<file path="src/rtl/inst_fetch_ctrl.sv">
// rtl/inst_fetch_ctrl.sv - instruction fetch bus handshake controller
// One outstanding request; stalled completions are parked in a holding buffer.
module inst_fetch_ctrl #(
   parameter int ALIGN_CHECK = 1
) (
   input  logic        clk,
   input  logic        rst,
   input  logic [31:0] pcF,
   input  logic        stallF_pipe,
   input  logic        flush_req,
   output logic        inst_req,
   output logic [31:0] inst_addr,
   input  logic        inst_addr_ok,
   input  logic        inst_data_ok,
   input  logic [31:0] inst_rdata,
   output logic [31:0] instrF,
   output logic        instr_valid,
   output logic        fetch_adel,
   output logic        stall_fetch
);

   localparam logic [1:0] S_IDLE = 2'd0;
   localparam logic [1:0] S_ADDR = 2'd1;
   localparam logic [1:0] S_DATA = 2'd2;
   localparam logic [1:0] S_HOLD = 2'd3;

   logic [1:0]  state_q, state_d;
   logic        discard_q, discard_d;
   logic [31:0] buf_q, buf_d;
   logic        misaligned;

   assign misaligned = (ALIGN_CHECK != 0) && (pcF[1:0] != 2'b00);

   always_comb begin
      state_d     = state_q;
      discard_d   = discard_q;
      buf_d       = buf_q;
      inst_req    = 1'b0;
      inst_addr   = 32'h0;
      instrF      = 32'h0;
      instr_valid = 1'b0;
      fetch_adel  = 1'b0;
      stall_fetch = 1'b1;

      case (state_q)
         S_IDLE: begin
            state_d = S_ADDR;
         end
         S_ADDR: begin
            if (misaligned) begin
               // Address error is reported in place of an instruction; wait for a redirect.
               instr_valid = !flush_req;
               fetch_adel  = !flush_req;
               stall_fetch = stallF_pipe;
            end else begin
               inst_req  = 1'b1;
               inst_addr = pcF;
               if (inst_addr_ok) begin
                  state_d   = S_DATA;
                  discard_d = flush_req;
               end
            end
         end
         S_DATA: begin
            if (inst_data_ok) begin
               discard_d = 1'b0;
               if (discard_q || flush_req) begin
                  state_d = S_ADDR;
               end else if (stallF_pipe) begin
                  buf_d   = inst_rdata;
                  state_d = S_HOLD;
               end else begin
                  instrF      = inst_rdata;
                  instr_valid = 1'b1;
                  stall_fetch = 1'b0;
                  state_d     = S_ADDR;
               end
            end else if (flush_req) begin
               discard_d = 1'b1;
            end
         end
         S_HOLD: begin
            if (flush_req) begin
               buf_d   = 32'h0;
               state_d = S_ADDR;
            end else begin
               instrF      = buf_q;
               instr_valid = 1'b1;
               stall_fetch = stallF_pipe;
               if (!stallF_pipe) begin
                  state_d = S_ADDR;
               end
            end
         end
         default: begin
            state_d = S_IDLE;
         end
      endcase

      // Drop the bus request immediately while reset is held.
      if (rst) begin
         inst_req    = 1'b0;
         inst_addr   = 32'h0;
         instrF      = 32'h0;
         instr_valid = 1'b0;
         fetch_adel  = 1'b0;
         stall_fetch = 1'b1;
      end
   end

   always_ff @(posedge clk) begin
      if (rst) begin
         state_q   <= S_IDLE;
         discard_q <= 1'b0;
         buf_q     <= 32'h0;
      end else begin
         state_q   <= state_d;
         discard_q <= discard_d;
         buf_q     <= buf_d;
      end
   end

endmodule

</file>
<file path="config.mk">
export PLATFORM = sky130hd
export DESIGN_NAME = inst_fetch_ctrl
export DESIGN_NICKNAME = d
export VERILOG_FILES = /design/src/rtl/inst_fetch_ctrl.sv
export SDC_FILE = /design/constraint.sdc
export NUM_CORES = 1
export LEC_CHECK = 0
export ABC_AREA = 1
export BUFFER_PORTS_ARGS = -buffer_cell sky130_fd_sc_hd__buf_2
export CORE_AREA = 3 3 101 103
export CTS_CLUSTER_SIZE = 30
export DETAILED_ROUTE_END_ITERATION = 7
export DIE_AREA = 0 0 104 106
export PLACE_DENSITY = 0.61
export SYNTH_ARGS = -nofsm -noshare
export SYNTH_HDL_FRONTEND = slang
export SYNTH_SLANG_ARGS = --single-unit
</file>
<file path="constraint.sdc">
create_clock -name clk -period 2.1 [get_ports clk]
set_input_delay 0.21 -clock clk [delete_from_list [all_inputs] [get_ports clk]]
set_output_delay 0.21 -clock clk [all_outputs]
set_load 0.01 [all_outputs]
</file>
==> results of run 1 <==
-- stage by stage --
step	utilization	power [uW]
floorplan	-	2580
CTS	0.3896	3443
detailed placement	0.3799	2949
global placement	0.3799	2899
finish	0.3947	3431
global route	0.3947	3803
-- layout make-up --
type                       count  area (sq um)
clock inverter                 1         5.005
clock buffer                   6         82.58
timing repair buffer         147         808.3
sequential                    35         700.7
multi-input combinational    376          1637
inverter                      72         270.3
tap                          129         161.4
fill                        1040          5619
-- path summary, 6_finish.rpt --
check / start / end / slack [ns] / cells past startpoint
setup / recovery: state_q[1]$_SDFFE_PP0P_ / inst_addr[3] / 0.15 / 6
hold / removal: inst_addr_ok / discard_q$_SDFFE_PP0P_ / 0.33 / 6
setup reg to reg: state_q[0]$_SDFFE_PP0P_ / buf_q[5]$_SDFFE_PP0P_ / 0.28 / 7
hold reg to reg: buf_q[30]$_SDFFE_PP0P_ / buf_q[30]$_SDFFE_PP0P_ / 0.48 / 2
-- registers in the layout (all words and copies together) (netlist names) --
register / cells
buf_q: 32
state_q: 2
discard_q: 1
-- cell usage after synthesis, drive strengths merged --
cell type  instances  share of area
dfxtp             35           0.25
clkinv             1         0.0013
nor2             108           0.15
ha                 5          0.023
inv               71          0.096
clkbuf             9          0.012
a21oi             35          0.063
nand2            150           0.20
conb               1         0.0013
nand3             68           0.12
o2111ai            1         0.0032
o21ai              5          0.010
buf               26          0.058
o21a               2         0.0054
-- per-layer routing --
metal | up-vias | global-route usage | part of all wire
li1 | 1801 | - | -
met1 | 1396 | 0.1752 | 0.45
met2 | 96 | 0.2632 | 0.49
met3 | 5 | 0.02429 | 0.055
met4 | 0 | 0.03134 | 0.0071
met5 | - | 0 | 0
-- worst min-delay path, stage by stage --
cell     delay (ns)
buf_2          0.09
nand2_1        0.05
nand2_1        0.07
nand2_1        0.05
nand2_1        0.05
a21oi_1        0.05
-- cell families after synthesis --
kind of cell             Yosys count  synth area share
AO/OA/AOI/OAI                     43           0.08191
adder cells (fa/ha/maj)            5           0.02250
buffers and inverters            107            0.1670
flip-flops                        35            0.2520
other                              1          0.001349
AND/OR/NAND/NOR                  326            0.4753
-- where the power goes --
group          switching [uW]  internal [uW]  total [uW]
Clock                     226            257         483
Sequential                187           1010        1200
Combinational            1100            653        1750
-- repair_timing --
action | 4_1_cts | 5_1_grt
pin swaps | 0 | 1
setup buffers | 0 | 1
setup endpoints to repair | 1 | 32
cloned | 0 | 1
gates resized for setup | 1 | 2
==> results.cfg, run 1 <==
[outcome]
status = finished clean

[placement]
post_dp_cell_area_sq_um = 3527
hpwl_um = 5808
placedCellCount = 757
place_ws_ns = 0.2150
gpl.final_weighted_congestion = 0.7780
io_buffer_count = 135

[global_route]
grt_first_pass_wirelength_um = 13540
grt_max_degree = 35
grt_pass1_vias = 2945
antenna_found_initial = 0
grt-ovfl-total = 0
grtUsageTotal = 0.1434

[logic_synthesis]
postSynthCellCount = 517
syn_avg_cell_area_sq_um = 5.377
ys_warn_count = 0
netlist_area_sq_um = 2780
seq_area_frac_synth = 0.2520
synth.distinct_cells = 23
synth-seq-cells = 35

[clock_tree]
clk_latency_ns = 0.28
cts-root-buf = clkbuf_8
cts_buffers = 5
path_clk_slew_ns = 0.07
cts_hold_buf = 0
tritoncts = yes
htreeDepth = 2
cts_sinks = 35
cts_max_path_buffers = 2

[route]
first_pass_iters = 4
vias_per_cell = 4.305
route.detailed.drc = 0
dr_total_vias = 3298
wl_um = 8364
wl_per_cell_um = 10.92
drt_iter0_drc = 182
ant_nets = 0

[finish]
fin_cells = 766
diodes = 0
mostFrequentLayoutCells = 149 x nand2_1, 135 x buf_2, 106 x nor2_1, 68 x inv_1, 68 x nand3_1
nNetsFinal = 712
drive_above_1_share = 0.2543
final_common_cell = nand2_1
finalInstanceArea_sq_um = 3665
area_delta_synth_final_pct = 31.82

[floorplan]
die_x_um = 104
core_sq_um = 9284
fp.dieH_um = 106
io_pins = 138
die_area_sq_um = 11020
rows = 35
start_util = 0.2995

[flow_run]
cap_violations = 0

[sta]
skew_ns = 0.005091
whs_ns = 0.3305
fmax_ghz = 0.5121
period_share = 0.9298
layout_setup_ws_ns = 0.1474
rsz0062_at_grt = no
relSlewSlack = 0.4894
drv_slew = 0
setup_violations = 0
finalCriticalPeriod_ns = 1.953
tightest_slew_ns = 0.7641
finalHoldViolCount = 0
fin_setup_tns_ns = 0

[power]
p_per_area_nw_per_um2 = 936.2
p_leak_uw = 0.002168
peakVddDrop_v = 0.0002977

[setup_path]
path_max_fanout = 31
start_kind = flip-flop
path_class = flip-flop to output port
cp.required_ns = 1.89
cp.arrival_ns = 1.74
worst_path_max_delay_cell = dfxtp_1
critPathTopFamily = buffers and inverters
cp_num_buf_inv = 3
crit_chain = inv_1 -> ha_1 -> nand3_1 -> buf_4 -> nor2_1 -> buf_2
cp-end-kind = output port
critPathMaxStageDelay_ns = 0.42

[worst_hold_path]
holdCritPathClass = input pin to flip-flop
No activity file was read; power rests on OpenSTA's default activity.
==> run 2, diff against run 1 <==
Settings changed: CORE_AREA 3 3 101 103 to 3 3 81 83, CTS_BUF_LIST set to sky130_fd_sc_hd__clkbuf_4 sky130_fd_sc_hd__clkbuf_8, CTS_CLUSTER_SIZE 30 to 25, DIE_AREA 0 0 104 106 to 0 0 84 86, PLACE_DENSITY 0.61 to 0.87.
==> run 2 against run 1 <==
Effect of this change: sequential power hardly changed; largest cell class unchanged; total power is 2.1% higher; combinational power hardly changed; sequential share of layout area is 0.50 points higher; routed wire length is 6.5% lower.
==> results.cfg, run 2 (synthesis results as in run 1) <==
[finish]
final_common_cell = nand2_1
finalInstanceArea_sq_um = 3571
drive_above_1_share = 0.2543
mostFrequentLayoutCells = 149 x nand2_1, 135 x buf_2, 106 x nor2_1, 68 x inv_1, 68 x nand3_1
multi_input_area_sq_um = 1637
largestRegisters = buf_q (32), state_q (2), discard_q (1)
fillCellCount = 552
diodes = 0
ff_latch_area_sq_um = 700.7
largest_reg_flops = 32
area_delta_synth_final_pct = 28.44
top_register = buf_q
nNetsFinal = 711

[power]
pwr-share-clk = 0.154
p_comb_frac = 0.503
swShare = 0.4375
switchingPower_uw = 1532
power.internal_uw = 1970
p_per_area_nw_per_um2 = 980.7
seq_power_share = 0.343
p_leak_uw = 0.002160
peakVddDrop_v = 0.0005334

[route]
route.detailed.drc = 0
wl_um = 7819
wl_per_cell_um = 10.98
vias_per_cell = 4.787
drt_iter0_drc = 171
first_pass_iters = 4
dr_total_vias = 3408
ant_nets = 0

[floorplan]
core_sq_um = 5921
die_area_sq_um = 7224
fp.dieH_um = 86
start_util = 0.4696
io_pins = 138
die_x_um = 84
rows = 28

[global_route]
grt_max_degree = 35
grt-ovfl-total = 0
grt_first_pass_wirelength_um = 13460
antenna_found_initial = 0
grtUsageTotal = 0.2189
grt_pass1_vias = 3144

[sta]
finalCriticalPeriod_ns = 1.942
whs_ns = 0.2838
period_share = 0.9250
skew_ns = 0.004494
relSlewSlack = 0.5047
fmax_ghz = 0.5148
tightest_slew_ns = 0.7412
rsz0062_at_grt = no
fin_setup_tns_ns = 0
setup_violations = 0
finalHoldViolCount = 0
drv_slew = 0

[clock_tree]
htreeDepth = 2
cts_hold_buf = 0
tritoncts = yes
cts_buffers = 5
cts-root-buf = clkbuf_8
path_clk_slew_ns = 0.07
cts_sinks = 35
clk_latency_ns = 0.28
cts_max_path_buffers = 2
post_cts.repair.setup_buffers = 0

[setup_path]
cp.required_ns = 1.89
cp-end-kind = output port
path_class = flip-flop to output port
start_kind = flip-flop
path_max_fanout = 9
cp.arrival_ns = 1.73

[placement]
gpl.final_weighted_congestion = 0.9062
io_buffer_count = 135
post_dp_cell_area_sq_um = 3442
hpwl_um = 5743

[flow_run]
cap_violations = 0

[outcome]
status = finished clean

[worst_hold_path]
holdCritPathClass = input pin to flip-flop
[run 2: cell types whose count changed in the layout (fill, tap and decap cells not counted), sizes merged]
cell / before / now
clkbuf: 7 / 8
clkinv: 2 / 1
[run 2: through the flow]
step                setup WS (ns)    util  power [uW]  instances
floorplan                  0.5167       -        2580        518
global placement           0.3322  0.5814        2852        704
detailed placement         0.2365  0.5814        2940        704
CTS                       0.01771  0.5993        3486        712
global route             0.003215  0.6031        3873        712
finish                     0.1576  0.6031        3502        712
[run 2: worst paths after layout]
check | cells after the start | startpoint | slack [ns] | end
max | 6 | state_q[1]$_SDFFE_PP0P_ | 0.16 | instr_valid
min | 2 | rst | 0.28 | discard_q$_SDFFE_PP0P_
max reg2reg | 7 | state_q[1]$_SDFFE_PP0P_ | 0.24 | buf_q[5]$_SDFFE_PP0P_
min reg2reg | 2 | discard_q$_SDFFE_PP0P_ | 0.48 | discard_q$_SDFFE_PP0P_
[run 2: routing by layer]
layer | global-route usage | part of all wire | vias up
met5 | 0 | 0 | -
met4 | 0.05409 | 0.0068 | 0
met3 | 0.03266 | 0.063 | 4
met2 | 0.4244 | 0.52 | 110
met1 | 0.2501 | 0.41 | 1494
li1 | - | - | 1800
[run 2: area by class of cell]
class | instances | area share
multi-input cells | 376 | 0.4583
repair buffers | 146 | 0.2144
flip-flops and latches | 35 | 0.1962
inverters | 72 | 0.07568
clock buffers | 8 | 0.02908
well taps | 75 | 0.02628
[run 2: power by group through the flow]
stage | registers (uW) | clock network (uW) | logic (uW)
after floorplan | 1160 | 0 | 1420
after global placement | 1190 | 0 | 1660
after detailed placement | 1210 | 0 | 1730
after CTS | 1200 | 550 | 1740
after global routing | 1250 | 585 | 2040
final | 1200 | 538 | 1760
[run 2: critical path, cell delays in order, from the launching register on]
cell	delay [ns]
dfxtp_1	0.36
inv_1	0.12
ha_1	0.31
o21ai_0	0.17
a21oi_1	0.20
o21a_1	0.15
buf_2	0.13
[run 2: repair_timing]
action                     in CTS  in global routing
cloned                          0                  0
resized for setup               1                  4
setup endpoints to repair       2                 31
==> run 3, diff against run 2 <==
Settings changed: ABC_AREA 1 to unset, CORE_AREA 3 3 81 83 to 3 3 77 79, DIE_AREA 0 0 84 86 to 0 0 80 82, SLEW_MARGIN set to 20.
==> run 3 against run 2 <==
Effect of this change: flip-flop and latch count did not move; synthesized area fell by 13%; maximum frequency fell by 0.74%; sequential share of layout area rose by 1.6 points; worst hold slack got worse by 0.10 ns; first-iteration DRC count rose by 54%; via count fell by 16%; routed wire length fell by 0.78%; sequential power fell by 41%; utilization rose by 0.78 points; final cell count fell by 28%; clock-buffer cell count fell by 1; highest routed layer unchanged.
==> results.cfg, run 3 <==
[global_route]
grt_max_degree = 33
grt_pass1_vias = 2580
grt_first_pass_wirelength_um = 11940
grtUsageTotal = 0.2232
grt-ovfl-total = 0
antenna_found_initial = 0

[clock_tree]
htreeDepth = 2
cts_max_path_buffers = 2
path_clk_slew_ns = 0.07
cts_hold_buf = 0
clk_latency_ns = 0.29
cts_sinks = 35
cts_buffers = 5
cts-root-buf = clkbuf_8
tritoncts = yes

[power]
p_comb_frac = 0.327
switchingPower_uw = 619.6
power.internal_uw = 1183
pwr-share-clk = 0.277
p_leak_uw = 0.001394
peakVddDrop_v = 0.0003330
power.total_uw = 1802
seq_power_share = 0.396
p_per_area_nw_per_um2 = 545.8
swShare = 0.3438

[sta]
drv_slew = 0
whs_ns = 0.1823
period_share = 0.9319
skew_ns = 0.004503
tightest_slew_ns = 0.6878
rsz0062_at_grt = no
relSlewSlack = 0.5414
finalHoldViolCount = 0
finalCriticalPeriod_ns = 1.957
fmax_ghz = 0.5110
fin_setup_tns_ns = 0
setup_violations = 0

[finish]
largestRegisters = buf_q (32), state_q (2), discard_q (1)
drive_above_1_share = 0.4036
diodes = 0
largest_reg_flops = 32
fin_cells = 513
top_register = buf_q
fillCellCount = 490
mostFrequentLayoutCells = 135 x buf_2, 36 x nor2_1, 35 x dfxtp_1, 33 x nand3_1
final_common_cell = buf_2
area_delta_synth_final_pct = 36.88
utilization = 0.6109
nNetsFinal = 515

[placement]
io_buffer_count = 135
gpl.final_weighted_congestion = 0.8038
hpwl_um = 5520
placedCellCount = 501

[worst_hold_path]
holdCritPathClass = input pin to flip-flop

[logic_synthesis]
ys.flop_type = dfxtp_1
netlist_area_sq_um = 2412
synth_top_area_frac = 0.2905
synth.distinct_cells = 37
synth_area_leader_cell = dfxtp_1
synth_edf_count = 0
synthTopCellsByArea = dfxtp_1 29%, a32oi_1 12%, o211ai_1 10%
synth.top_cells.by_count = 36 x nor2_1, 35 x dfxtp_1, 33 x nand3_1
synth.most_common_cell = nor2_1
syn_avg_cell_area_sq_um = 7.658
postSynthCellCount = 315
synth-seq-cells = 35
seq_area_frac_synth = 0.2905
ys_warn_count = 0
synthArstFlopShare = 0

[setup_path]
path_max_fanout = 31
cp-end-kind = output port
cp.required_ns = 1.89
start_kind = flip-flop
cp.arrival_ns = 1.75
path_class = flip-flop to output port

[route]
ant_nets = 0
dr_total_vias = 2874
first_pass_iters = 5
vias_per_cell = 5.602
wl_um = 7758
drt_iter0_drc = 264
route.detailed.drc = 0
wl_per_cell_um = 15.12

[floorplan]
die_area_sq_um = 6560
fp.dieH_um = 82
io_pins = 138
core_sq_um = 5405
die_x_um = 80
start_util = 0.4463
rows = 27

[outcome]
status = finished clean

[flow_run]
cap_violations = 0
-- run 3: power by group through the flow --
stage	Combinational [uW]	Clock, uW	Sequential (uW)
after floorplan	357	0	722
after global placement	544	0	725
after detailed placement	555	0	728
after CTS	563	502	713
after global routing	649	530	718
final	590	499	713
-- run 3: kinds of logic after synthesis --
group,share of synthesized area
AO/OA/AOI/OAI,0.3190
adder cells (fa/ha/maj),0.02593
buffers and inverters,0.08817
flip-flops,0.2905
multiplexers,0.01297
other,0.001555
AND/OR/NAND/NOR,0.2619
-- run 3: metrics by stage --
stage,instance area (sq um),worst slack [ns]
2_1_floorplan,2416,0.2871
3_3_place_gp,3151,0.2539
3_5_place_dp,3151,0.2274
4_1_cts,3254,0.01765
5_1_grt,3302,0.01994
6_report,3302,0.1431
-- run 3: worst paths after layout --
kind,slack [ns],cells past startpoint,start,to
worst min-delay path,0.18,3,inst_rdata[27],buf_q[27]$_SDFFE_PP0P_
worst max-delay path,0.14,7,state_q[1]$_SDFFE_PP0P_,inst_addr[12]
worst max register to register,0.23,5,state_q[0]$_SDFFE_PP0P_,state_q[0]$_SDFFE_PP0P_
worst min register to register,0.49,2,buf_q[29]$_SDFFE_PP0P_,buf_q[29]$_SDFFE_PP0P_
-- run 3: metal layers --
| metal | routed length (um) | share of wire | vias to the layer above | GRT usage |
|---|---|---|---|---|
| li1 | - | - | 1423 | - |
| met4 | 84 | 0.011 | 0 | 0.08277 |
| met1 | 3139 | 0.40 | 1300 | 0.2738 |
| met5 | 0 | 0 | - | 0 |
| met2 | 3869 | 0.50 | 141 | 0.3866 |
| met3 | 665 | 0.086 | 10 | 0.04386 |
-- run 3: area by class of cell --
cell class	count	area (sq um)	area share
clock buffer	7	83.83	0.02539
clock inverter	1	5.005	0.001516
inverter	4	15.01	0.004547
multi-input combinational	235	1539	0.4661
sequential	35	700.7	0.2122
tap	72	90.09	0.02728
timing repair buffer	159	868.3	0.2630
-- run 3: worst max-delay path, stage by stage (launching register included) --
cell      delay [ns]
dfxtp_1         0.34
inv_1           0.11
ha_2            0.28
nand2b_1        0.11
nor3_2          0.13
buf_6           0.21
and2_1          0.15
buf_2           0.12
-- run 3: what timing repair did --
action | 4_1_cts | 5_1_grt
resized for setup | 3 | 6
pin swaps | 0 | 1
endpoints found under the hold margin | 0 | 0
setup buffers | 0 | 4
endpoints found under the setup margin | 27 | 62
